<file path="config.mk">
export PLATFORM = sky130hd
export DESIGN_NAME = exe_wb_pipe_stage
export DESIGN_NICKNAME = d
export VERILOG_FILES = /design/src/rtl/exe_wb_pipe_stage_pkg.sv /design/src/rtl/exe_wb_pipe_stage_pipe_slot.sv /design/src/rtl/exe_wb_pipe_stage.sv
export SDC_FILE = /design/constraint.sdc
export NUM_CORES = 1
export LEC_CHECK = 0
export ABC_AREA = 1
export BUFFER_PORTS_ARGS = -buffer_cell sky130_fd_sc_hd__buf_2
export CAP_MARGIN = 20
export CORE_ASPECT_RATIO = 0.7
export CORE_MARGIN = 8
export CORE_UTILIZATION = 55
export DETAILED_ROUTE_END_ITERATION = 6
export PLACE_DENSITY_LB_ADDON = 0.08
export SLEW_MARGIN = 30
export SYNTH_ARGS = -nofsm -noshare
export SYNTH_HDL_FRONTEND = slang
export SYNTH_HIERARCHICAL = 1
export SYNTH_SLANG_ARGS = --single-unit
</file>
<file path="constraint.sdc">
create_clock -name clk -period 2.1 [get_ports clk]
set_input_delay 0.315 -clock clk [delete_from_list [all_inputs] [get_ports clk]]
set_output_delay 0.315 -clock clk [all_outputs]
set_load 0.02 [all_outputs]
</file>
<file path="src/rtl/exe_wb_pipe_stage_pkg.sv">
// Shared widths, state encoding and write-enable qualification for the EXE->WB stage.
package exe_wb_pipe_stage_pkg;

  localparam int DSIZE_DEF = 16;
  localparam int ASIZE_DEF = 5;

  typedef enum logic [1:0] {
    S_EMPTY = 2'd0,
    S_ONE   = 2'd1,
    S_TWO   = 2'd2
  } pipe_state_t;

  // With zero_reg set, a write aimed at register 0 is squashed at capture time.
  function automatic logic qualify_wen(input logic wen, input logic addr_nonzero,
                                       input logic zero_reg);
    return wen & (addr_nonzero | ~zero_reg);
  endfunction

endpackage

</file>
<file path="src/rtl/exe_wb_pipe_stage_pipe_slot.sv">
// One pipeline entry {data, addr, wen, valid}; clear drops valid but keeps the payload.
module pipe_slot
  import exe_wb_pipe_stage_pkg::*;
#(
  parameter int DW = DSIZE_DEF,
  parameter int AW = ASIZE_DEF
) (
  input  logic          clk,
  input  logic          rst,
  input  logic          load,
  input  logic          clear,
  input  logic [DW-1:0] d_data,
  input  logic [AW-1:0] d_addr,
  input  logic          d_wen,
  output logic [DW-1:0] q_data,
  output logic [AW-1:0] q_addr,
  output logic          q_wen,
  output logic          q_valid
);

  always_ff @(posedge clk) begin
    if (rst) begin
      q_data  <= '0;
      q_addr  <= '0;
      q_wen   <= 1'b0;
      q_valid <= 1'b0;
    end else if (clear) begin
      q_valid <= 1'b0;
    end else if (load) begin
      q_data  <= d_data;
      q_addr  <= d_addr;
      q_wen   <= d_wen;
      q_valid <= 1'b1;
    end
  end

endmodule

</file>
<file path="src/rtl/exe_wb_pipe_stage.sv">
// EXE->WB pipeline register with one-entry skid buffer, flush and stall counter.
// Optional combinational forwarding compare is built when EXE_WB_FWD_EN is defined.
//
// state   | meaning
// S_EMPTY | M and S empty, in_ready=1
// S_ONE   | M full, S empty, in_ready=1
// S_TWO   | M and S full, in_ready=0
module exe_wb_pipe_stage
  import exe_wb_pipe_stage_pkg::*;
#(
  parameter int DSIZE    = DSIZE_DEF,
  parameter int ASIZE    = ASIZE_DEF,
  parameter int ZERO_REG = 1
) (
  input  logic             clk,
  input  logic             rst,
  input  logic             flush,
  input  logic             in_valid,
  output logic             in_ready,
  input  logic [DSIZE-1:0] alu_in,
  input  logic [ASIZE-1:0] waddr_in,
  input  logic             wen_in,
  output logic             out_valid,
  input  logic             out_ready,
  output logic [DSIZE-1:0] alu_out,
  output logic [ASIZE-1:0] waddr_out,
  output logic             wen_out,
`ifdef EXE_WB_FWD_EN
  input  logic [ASIZE-1:0] fwd_raddr,
  output logic             fwd_hit,
  output logic [DSIZE-1:0] fwd_data,
`endif
  output logic [15:0]      stall_cnt
);

  pipe_state_t state, state_nxt;

  logic             m_load, m_clear, s_load, s_clear;
  logic [DSIZE-1:0] m_data, s_data, m_d_data;
  logic [ASIZE-1:0] m_addr, s_addr, m_d_addr;
  logic             m_wen, s_wen, m_d_wen, m_valid, s_valid;
  logic             wen_qual, accept, drain;

  assign in_ready = (state != S_TWO);
  assign accept   = in_valid & in_ready;
  assign drain    = m_valid & out_ready;
  assign wen_qual = qualify_wen(wen_in, |waddr_in, ZERO_REG != 0);

  // S holds the older pending entry whenever it is valid, so M refills from it first.
  assign m_d_data = s_valid ? s_data : alu_in;
  assign m_d_addr = s_valid ? s_addr : waddr_in;
  assign m_d_wen  = s_valid ? s_wen  : wen_qual;

  always_ff @(posedge clk) begin
    if (rst) state <= S_EMPTY;
    else     state <= state_nxt;
  end

  always_comb begin
    state_nxt = state;
    m_load    = 1'b0;
    m_clear   = 1'b0;
    s_load    = 1'b0;
    s_clear   = 1'b0;
    if (flush) begin
      state_nxt = S_EMPTY;
      m_clear   = 1'b1;
      s_clear   = 1'b1;
    end else begin
      case (state)
        S_EMPTY: begin
          if (accept) begin
            m_load    = 1'b1;
            state_nxt = S_ONE;
          end
        end
        S_ONE: begin
          if (accept && drain) begin
            m_load = 1'b1;
          end else if (accept) begin
            s_load    = 1'b1;
            state_nxt = S_TWO;
          end else if (drain) begin
            m_clear   = 1'b1;
            state_nxt = S_EMPTY;
          end
        end
        S_TWO: begin
          if (drain) begin
            m_load    = 1'b1;
            s_clear   = 1'b1;
            state_nxt = S_ONE;
          end
        end
        default: begin
          state_nxt = S_EMPTY;
          m_clear   = 1'b1;
          s_clear   = 1'b1;
        end
      endcase
    end
  end

  pipe_slot #(.DW(DSIZE), .AW(ASIZE)) u_slot_m (
    .clk     (clk),
    .rst     (rst),
    .load    (m_load),
    .clear   (m_clear),
    .d_data  (m_d_data),
    .d_addr  (m_d_addr),
    .d_wen   (m_d_wen),
    .q_data  (m_data),
    .q_addr  (m_addr),
    .q_wen   (m_wen),
    .q_valid (m_valid)
  );

  pipe_slot #(.DW(DSIZE), .AW(ASIZE)) u_slot_s (
    .clk     (clk),
    .rst     (rst),
    .load    (s_load),
    .clear   (s_clear),
    .d_data  (alu_in),
    .d_addr  (waddr_in),
    .d_wen   (wen_qual),
    .q_data  (s_data),
    .q_addr  (s_addr),
    .q_wen   (s_wen),
    .q_valid (s_valid)
  );

  assign out_valid = m_valid;
  assign alu_out   = m_data;
  assign waddr_out = m_addr;
  assign wen_out   = m_valid & m_wen;

  always_ff @(posedge clk) begin
    if (rst)
      stall_cnt <= '0;
    else if (m_valid && !out_ready && stall_cnt != 16'hFFFF)
      stall_cnt <= stall_cnt + 16'd1;
  end

`ifdef EXE_WB_FWD_EN
  logic s_match, m_match;

  assign s_match = s_valid & s_wen & (s_addr == fwd_raddr);
  assign m_match = m_valid & m_wen & (m_addr == fwd_raddr);

  always_comb begin
    fwd_hit  = 1'b0;
    fwd_data = '0;
    if (s_match) begin
      fwd_hit  = 1'b1;
      fwd_data = s_data;
    end else if (m_match) begin
      fwd_hit  = 1'b1;
      fwd_data = m_data;
    end
  end
`endif

endmodule

</file>
==> results by group, run 1 <==
Clock network
  – Clock latency on the worst-skew pair: between 0.3 and 0.4 ns
  – Post-cts gate resize count: 0
  – TritonCTS clock tree: built
  – Maximum level of the CTS H-tree: 3
  – # hold bufs at CTS: 0
  – Root buffer cell: clkbuf_8
  – TritonCTS buffer count: 9
  – CTS Buffer Depth: 2
  – Clock slew at the register clock pins of the worst setup and hold paths: ~0.08 ns
  – Post-CTS Setup Repair Bufs: 0
  – CTS Sinks: 64

Worst setup path
  – Critical path type: reg -> reg
  – Crit end category: flip-flop
  – Critical path startpoint category: flip-flop
  – Slowest cell delay on critical path: 0.49 ns
  – Arrival @ worst endpoint: 2.05 ns
  – Worst path cell trace: nand2_1, nand2_1, nand3_1, a21oi_2, inv_2, nor2_4, nor2_1, nor2_1
  – R2r setup slk: 0.34 ns
  – Slowest cell on the critical path: dfxtp_1
  – Delay-heaviest family, CP: simple AND/OR/NAND/NOR gates
  – Crit path required time: 2.38 ns
  – Crit path max fanout: 22
  – Worst Path Buf+Inv: 1

GRT
  – GR Util All Layers: 0.194
  – Global-route wire length before repair: around 14 mm
  – GR Overflow Total: 0
  – Pin count of the biggest net entering global routing: 24
  – Vias in the first global route: 2930
  – Initial antenna violation count: 0

Finish
  – Most frequent cells in the layout: nor2_1, nand2_1, buf_2, inv_1, dfxtp_1
  – Most common cell after layout, fill and taps aside: nor2_1
  – Filler instances: 562
  – Ratio of cells with drive above 1 in the final layout: 0.249
  – Area delta synth->final: 17.1%
  – Layout Nets: 586
  – Multi-input logic area: between 1500 and 2000 um^2
  – FF/Latch Area: 1280 um^2
  – # diodes: 0
  – Final Instance Area: 4000 um^2

Detailed routing
  – DRC: 0
  – Avg WL per Cell: 13.2 um
  – Initial drt markers: 136
  – Vias per inst: 4.96
  – Antenna Nets Post-Route: 0
  – Final WL: 8.44 mm
  – Routed vias: 3178
  – Drt pass-1 iters: 5

Place
  – DP Area: 3770 um^2
  – Setup WS pre-CTS: 0.391 ns
  – PortBufs: 66
  – HPWL after DPL: 6.08 mm
  – RD Place Congestion: 0.853

Timing
  – Hold slack: 0.261 ns
  – Measured slew at the worst slew-check pin: 0.721 ns
  – Final setup violation count: 0
  – RSZ-0062 raised after global routing: false
  – Worst Clk Skew: 0.0105 ns
  – Ratio of final minimum period to clock period: 0.839
  – Setup TNS: 0 ns
  – Normalized max-slew margin: 0.519
  – PnR worst setup slack: 0.339 ns
  – Hold Fails Final Rpt: 0
  – Slew Viols, Final: 0
  – Min Tclk post-route: roughly 1.8 ns
  – Max Fclk: 0.568 GHz

Logic synthesis
  – #FFs+latches synth: 64
  – Unique masters post-synth: 31
  – Synth Cell Area: ~3400 um^2
  – Syn nets: approximately 520
  – Dominant synthesized flop cell: dfxtp_1
  – Async S/R FF share, synth: 0
  – Post-synth EDFFs: 0
  – Synthesis warning total: 6
  – Sequential fraction of the synthesis area: 0.375
  – Synth Instances: ~500
  – Syn Area/Cell: just under 7 um^2

Floorplanning
  – Initial Util: 0.557
  – Core Rows: 24
  – Die height: slightly above 80 um
  – Core Area: 6130 um^2
  – Die ar.: 9030 um^2
  – I/O pin count: 67
  – Die extent in x: about 110 um

Power and ir drop
  – Total power: approximately 0.0028 W
  – Cell area power density: between 600 and 700 nW/um^2
  – Worst VDD drop: ~0.00045 V
  – Leak: between 2 and 2.5 nW

Outcome
  – Status: finished clean

Min path
  – Worst min path class: in -> reg

Flow run
  – Max Cap Viol: 0
through the flow:
step                       util  cells
after floorplan               -    496
after global placement    0.616    625
after detailed placement  0.616    625
after CTS                 0.653    641
after global routing      0.653    641
final                     0.653    641
final timing paths:
kind / start / to / depth (start not counted)
max: u_slot_m/q_valid / u_slot_m/q_data[2] / 8
min: rst / stall_cnt[4] / 2
max reg2reg: u_slot_m/q_valid / u_slot_m/q_data[2] / 8
min reg2reg: u_slot_m/q_data[13] / u_slot_m/q_data[13] / 2
where the power goes:
group          leakage, nW  internal, W  total [W]  switching, W
clock                0.117     0.000706    0.00122      0.000509
combinational         1.39     0.000106   0.000292      0.000185
sequential           0.519      0.00125    0.00126     0.0000192
total                 2.03      0.00206    0.00277      0.000713
metal layers:
layer  up-vias  global-route usage  routed length (um)
met5         -                   0                   0
met1      1419               0.269                4230
met4         0              0.0715                  95
met2        87               0.279                3520
met3        10              0.0541                 588
li1       1662                   -                   -
cells in the mapped netlist, types with 2 or more instances:
master   instances  area share
nand2_1         84       0.092
inv_1           65       0.071
nand3_2          4       0.012
dfxtp_1         64        0.38
nor3_1           6      0.0088
nand3_1         59       0.086
nand2_4          2      0.0066
nor2_4           8       0.026
nor2_8           2       0.012
buf_1            4      0.0044
nand2_2          7       0.013
o21ai_0          6      0.0088
mux2_2          19       0.063
a21oi_1         14       0.021
inv_2            4      0.0044
buf_4            4      0.0088
buf_2           11       0.016
nor2_1         118        0.13
o21ai_1          3      0.0044
cells by family (layout without fill, tap and decap cells):
family | after synthesis | after routing | share of synthesized area
compound gates | 24 | 24 | 0.0359
flops | 64 | 64 | 0.375
mux | 19 | 19 | 0.0627
xor+xnor | 2 | 2 | 0.00513
fa+ha+maj | 1 | 1 | 0.00366
buf+inv | 90 | 157 | 0.112
simple gates | 296 | 296 | 0.405
cell type report:
| cell class | instances | area share |
|---|---|---|
| Sequential cell | 64 | 0.320 |
| Multi-Input combinational cell | 342 | 0.439 |
| Inverter | 69 | 0.0647 |
| Timing Repair Buffer | 72 | 0.0938 |
| Tap cell | 78 | 0.0244 |
| Clock inverter | 6 | 0.0228 |
| Clock buffer | 10 | 0.0344 |
worst register-to-register path: stages, from the launching register on:
cell	delay [ns]
dfxtp_1	0.49
nand2_1	0.12
nand2_1	0.13
nand3_1	0.10
a21oi_2	0.17
inv_2	0.06
nor2_4	0.42
nor2_1	0.10
nor2_1	0.12
state kept, by name, indices dropped and copies added, names as in the netlist:
signal            count
u_slot_s/q_data      16
stall_cnt            16
u_slot_m/q_data      16
u_slot_m/q_addr       5
u_slot_m/q_valid      1
u_slot_s/q_wen        1
u_slot_s/q_valid      1
u_slot_s/q_addr       5
state                 2
u_slot_m/q_wen        1
Note: power is estimated with default switching activity, not from simulation.
==> inputs of run 2 (changes only) <==
==> constraint.sdc (replaced) <==
create_clock -name clk -period 1.7 [get_ports clk]
set_input_delay 0.255 -clock clk [delete_from_list [all_inputs] [get_ports clk]]
set_output_delay 0.255 -clock clk [all_outputs]
set_load 0.02 [all_outputs]
==> results by group, run 2 (same netlist as run 1, synthesis figures left out) <==
Power and ir drop
  – Leak: 2.09 nW
  – Cell area power density: 862 nW/um^2
  – Worst VDD drop: 0.000487 V

Finish
  – Most common cell after layout, fill and taps aside: nor2_1
  – Final Instance Area: 4160 um^2
  – Biggest regs: stall_cnt x16, u_slot_m/q_data x16, u_slot_s/q_data x16
  – Ratio of cells with drive above 1 in the final layout: 0.272
  – Layout Nets: 597
  – Final Util: 0.679
  – Area delta synth->final: 21.8%
  – Most frequent cells in the layout: nor2_1, nand2_1, buf_2, inv_1, dfxtp_1
  – # diodes: 0

Clock network
  – # hold bufs at CTS: 0
  – TritonCTS clock tree: built
  – Maximum level of the CTS H-tree: 3
  – Clock latency on the worst-skew pair: 0.34 ns
  – Clock slew at the register clock pins of the worst setup and hold paths: ~0.07 ns
  – CTS Sinks: 64
  – Root buffer cell: clkbuf_8
  – CTS Buffer Depth: 2
  – TritonCTS buffer count: 9

Timing
  – Min Tclk post-route: 1.60 ns
  – Final setup violation count: 0
  – Max Fclk: around 0.63 GHz
  – Hold Fails Final Rpt: 0
  – Ratio of final minimum period to clock period: 0.939
  – Worst Clk Skew: 0.00980 ns
  – Normalized max-slew margin: 0.541
  – Slew Viols, Final: 0
  – Measured slew at the worst slew-check pin: between 0.6 and 0.7 ns

Floorplanning
  – Die ar.: 9030 um^2
  – Die height: 81.9 um
  – Initial Util: 0.557
  – Core Area: just over 6000 um^2
  – I/O pin count: 67
  – Die extent in x: ~110 um
  – Core Rows: 24

Outcome
  – Status: finished clean

Worst setup path
  – Critical path type: reg -> reg
  – Arrival @ worst endpoint: 1.83 ns
  – Crit path max fanout: 8
  – Critical path startpoint category: flip-flop
  – Crit end category: flip-flop
  – Crit path required time: between 1.5 and 2 ns

Detailed routing
  – Avg WL per Cell: 13.6 um
  – Final WL: 8.88 mm
  – DRC: 0
  – Drt pass-1 iters: 5
  – Vias per inst: 5.02
  – Initial drt markers: roughly 200
  – Antenna Nets Post-Route: 0
  – Routed vias: between 3000 and 4000

GRT
  – Vias in the first global route: 3069
  – Initial antenna violation count: 0
  – GR Overflow Total: 0
  – Global-route wire length before repair: 14.4 mm
  – Pin count of the biggest net entering global routing: 24
  – GR Util All Layers: 0.199

Place
  – RD Place Congestion: 0.914
  – HPWL after DPL: about 6.3 mm
  – DP Area: 3840 um^2
  – PortBufs: 66

Min path
  – Worst min path class: in -> reg

Flow run
  – Max Cap Viol: 0
[run 2: metal layers]
metal / up-vias / track usage / wire, um / share of wire
met1: 1459 / 0.275 / 4250 / 0.48
met2: 128 / 0.295 / 3720 / 0.42
met4: 0 / 0.0517 / 46 / 0.0052
li1: 1682 / - / - / -
met5: - / 0 / 0 / 0
met3: 4 / 0.0619 / 867 / 0.098
[run 2: power by group]
part / switching [W] / internal, W / leakage, nW
Combinational: 0.000240 / 0.000143 / 1.44
Clock: 0.000623 / 0.00102 / 0.123
Sequential: 0.0000220 / 0.00154 / 0.519
Total: 0.000885 / 0.00270 / 2.09
[run 2: timing repair]
action,CTS,global route
gates resized for setup,0,10
endpoints found under the setup margin,0,53
buffers inserted,0,1
[run 2: area by class of cell]
class | instances | area (um^2)
clock inverters | 6 | 115
well taps | 78 | 97.6
fillers | 557 | 1970
flip-flops and latches | 64 | 1280
multi-input cells | 343 | 1790
repair buffers | 79 | 453
inverters | 69 | 263
repair inverters | 3 | 22.5
clock buffers | 10 | 138
[run 2: worst paths after layout]
check / to / startpoint / cells after the start / slack (ns)
worst max-delay path: stall_cnt[3] / stall_cnt[1] / 7 / 0.10
worst min-delay path: stall_cnt[2] / rst / 2 / 0.20
worst max register to register: stall_cnt[3] / stall_cnt[1] / 7 / 0.10
worst min register to register: u_slot_m/q_data[13] / u_slot_m/q_data[13] / 2 / 0.48
[run 2: metrics by stage]
step / setup TNS (ns) / std cells / setup slack [ns] / hold slack (ns) / power [W]
2_1_floorplan: 0 / 496 / 0.0528 / 0.324 / 0.00184
3_3_place_gp: 0 / 631 / 0.148 / 0.456 / 0.00196
3_5_place_dp: 0 / 631 / 0.0895 / 0.468 / 0.00197
4_1_cts: 0 / 647 / 0.0758 / 0.187 / 0.00362
5_1_grt: -0.000650 / 652 / -0.000650 / 0.216 / 0.00373
6_report: 0 / 652 / 0.103 / 0.201 / 0.00359
[run 2: critical path: stages (launching register included)]
cell and delay [ns]:
dfxtp_1 0.38, ha_1 0.25, nand2_2 0.09, nor2_4 0.21, buf_4 0.16, nand4_4 0.16, a21oi_1 0.19, nor2_1 0.06
==> inputs of run 3 (changes only) <==
--- a/config.mk
+++ b/config.mk
@@ -6,12 +6,13 @@
 export NUM_CORES = 1
 export LEC_CHECK = 0
 export ABC_AREA = 1
-export BUFFER_PORTS_ARGS = -buffer_cell sky130_fd_sc_hd__buf_2
+export BUFFER_PORTS_ARGS = -buffer_cell sky130_fd_sc_hd__buf_4
 export CAP_MARGIN = 20
 export CORE_ASPECT_RATIO = 0.7
 export CORE_MARGIN = 8
 export CORE_UTILIZATION = 55
 export DETAILED_ROUTE_END_ITERATION = 6
+export HOLD_SLACK_MARGIN = 0.02
 export PLACE_DENSITY_LB_ADDON = 0.08
 export SLEW_MARGIN = 30
 export SYNTH_ARGS = -nofsm -noshare
==> results by group, run 3 (same netlist as run 1, synthesis figures left out) <==
Finish
  – Area delta synth->final: 23.0%
  – Filler instances: 580
  – Layout Nets: between 500 and 600
  – Biggest regs: stall_cnt x16, u_slot_m/q_data x16, u_slot_s/q_data x16
  – Most frequent cells in the layout: nor2_1, nand2_1, buf_4, dfxtp_1, inv_1
  – Final Instance Area: 4200 um^2
  – Ratio of cells with drive above 1 in the final layout: 0.262
  – Most common cell after layout, fill and taps aside: nor2_1
  – # diodes: 0

Power and ir drop
  – Switching Share: 0.258
  – Cell area power density: 779 nW/um^2
  – Worst VDD drop: 0.000672 V
  – Total power: approximately 0.0033 W
  – Comb pwr share: 0.125
  – Int Power: roughly 0.0024 W
  – Seq pwr share: 0.478
  – Leak: around 2.1 nW
  – P_sw: between 0.0008 and 0.0009 W
  – Clock power share: 0.397

GRT
  – Vias in the first global route: 3106
  – GR Overflow Total: 0
  – GR Util All Layers: 0.200
  – Global-route wire length before repair: 14.3 mm
  – Initial antenna violation count: 0
  – Pin count of the biggest net entering global routing: 24

Worst setup path
  – Crit path required time: 1.93 ns
  – Crit end category: flip-flop
  – R2r setup slk: 0.15 ns
  – Critical Path Source: stall_cnt[1]
  – Critical path startpoint category: flip-flop
  – Worst reg2reg path depth: 6
  – FF-to-FF End: stall_cnt[13]
  – Destination of the critical timing path: stall_cnt[13]
  – Crit path max fanout: 16
  – Critical path type: reg -> reg
  – Launch point of the worst reg-to-reg path: stall_cnt[1]
  – Arrival @ worst endpoint: 1.78 ns

Timing
  – Measured slew at the worst slew-check pin: around 0.56 ns
  – Setup TNS: 0 ns
  – Hold Fails Final Rpt: 0
  – Min Tclk post-route: 1.55 ns
  – Ratio of final minimum period to clock period: 0.913
  – Slew Viols, Final: 0
  – Worst Clk Skew: about 0.013 ns
  – Hold slack: 0.157 ns
  – Final setup violation count: 0
  – Normalized max-slew margin: 0.623
  – Max Fclk: 0.644 GHz
  – RSZ-0062 raised after global routing: true

Detailed routing
  – Vias per inst: 5.01
  – Routed vias: approximately 3200
  – Final WL: around 8.7 mm
  – Avg WL per Cell: 13.4 um
  – Initial drt markers: approximately 190
  – DRC: 0
  – Drt pass-1 iters: 4
  – Antenna Nets Post-Route: 0

Floorplanning
  – Die ar.: 9030 um^2
  – Initial Util: 0.557
  – Core Area: slightly above 6000 um^2
  – I/O pin count: 67
  – Die height: approximately 80 um
  – Die extent in x: approximately 110 um
  – Core Rows: 24

Clock network
  – Clock latency on the worst-skew pair: 0.34 ns
  – TritonCTS clock tree: built
  – Post-CTS Setup Repair Bufs: 0
  – Clock slew at the register clock pins of the worst setup and hold paths: 0.08 ns
  – CTS Buffer Depth: 2
  – # hold bufs at CTS: 0
  – Post-cts gate resize count: 0
  – CTS Sinks: 64
  – Root buffer cell: clkbuf_8
  – Maximum level of the CTS H-tree: 3
  – TritonCTS buffer count: 9

Min path
  – Worst min path class: in -> reg

Flow run
  – Max Cap Viol: 0

Place
  – DP Area: 3990 um^2
  – RD Place Congestion: roughly 0.87
  – PortBufs: 66
  – HPWL after DPL: approximately 6.4 mm

Outcome
  – Status: finished clean
## run 3: layer usage
layer | global-route usage | wire length [um] | up-vias
met5 | 0 | 0 | -
met4 | 0.0397 | 45 | 0
met3 | 0.0627 | 747 | 6
met2 | 0.305 | 3700 | 106
met1 | 0.271 | 4190 | 1455
li1 | - | - | 1675
## run 3: stage by stage
stage	util	worst slack, ns	std cells
floorplan	-	0.0528	496
global placement	0.652	0.105	631
detailed placement	0.652	0.101	631
CTS	0.684	0.0891	647
global route	0.686	-0.00314	647
finish	0.686	0.148	647
## run 3: cell type report
type / count / area (um^2) / area share
Timing Repair Buffer: 78 / 602 / 0.143
Tap cell: 78 / 97.6 / 0.0232
Multi-Input combinational cell: 342 / 1760 / 0.420
Inverter: 69 / 259 / 0.0617
Sequential cell: 64 / 1280 / 0.305
Clock inverter: 5 / 56.3 / 0.0134
Clock buffer: 11 / 141 / 0.0337
## run 3: how the worst min path moves through the flow
stage / from / slack [ns] / end / depth (start not counted)
finish: rst / 0.16 / stall_cnt[4] / 2
global placement: u_slot_s/q_data[0] / 0.46 / u_slot_s/q_data[0] / 2
detailed placement: u_slot_s/q_data[6] / 0.47 / u_slot_s/q_data[6] / 2
floorplan: rst / 0.32 / stall_cnt[12] / 1
global route: rst / 0.15 / stall_cnt[12] / 2
CTS: rst / 0.14 / stall_cnt[4] / 2
## run 3: power by group through the flow
stage	sequential (W)	clock, W	combinational, W
3_5_place_dp	0.00160	0	0.000405
4_1_cts	0.00156	0.00134	0.000406
6_report	0.00156	0.00130	0.000409
5_1_grt	0.00157	0.00141	0.000450
3_3_place_gp	0.00160	0	0.000397
2_1_floorplan	0.00163	0	0.000209
## run 3: worst max-delay path: stages (launching register included)
cell     delay (ns)
dfxtp_1        0.39
ha_2           0.23
nand2_2        0.07
nor2_4         0.16
nand4_4        0.26
a21oi_1        0.25
nor2_1         0.06
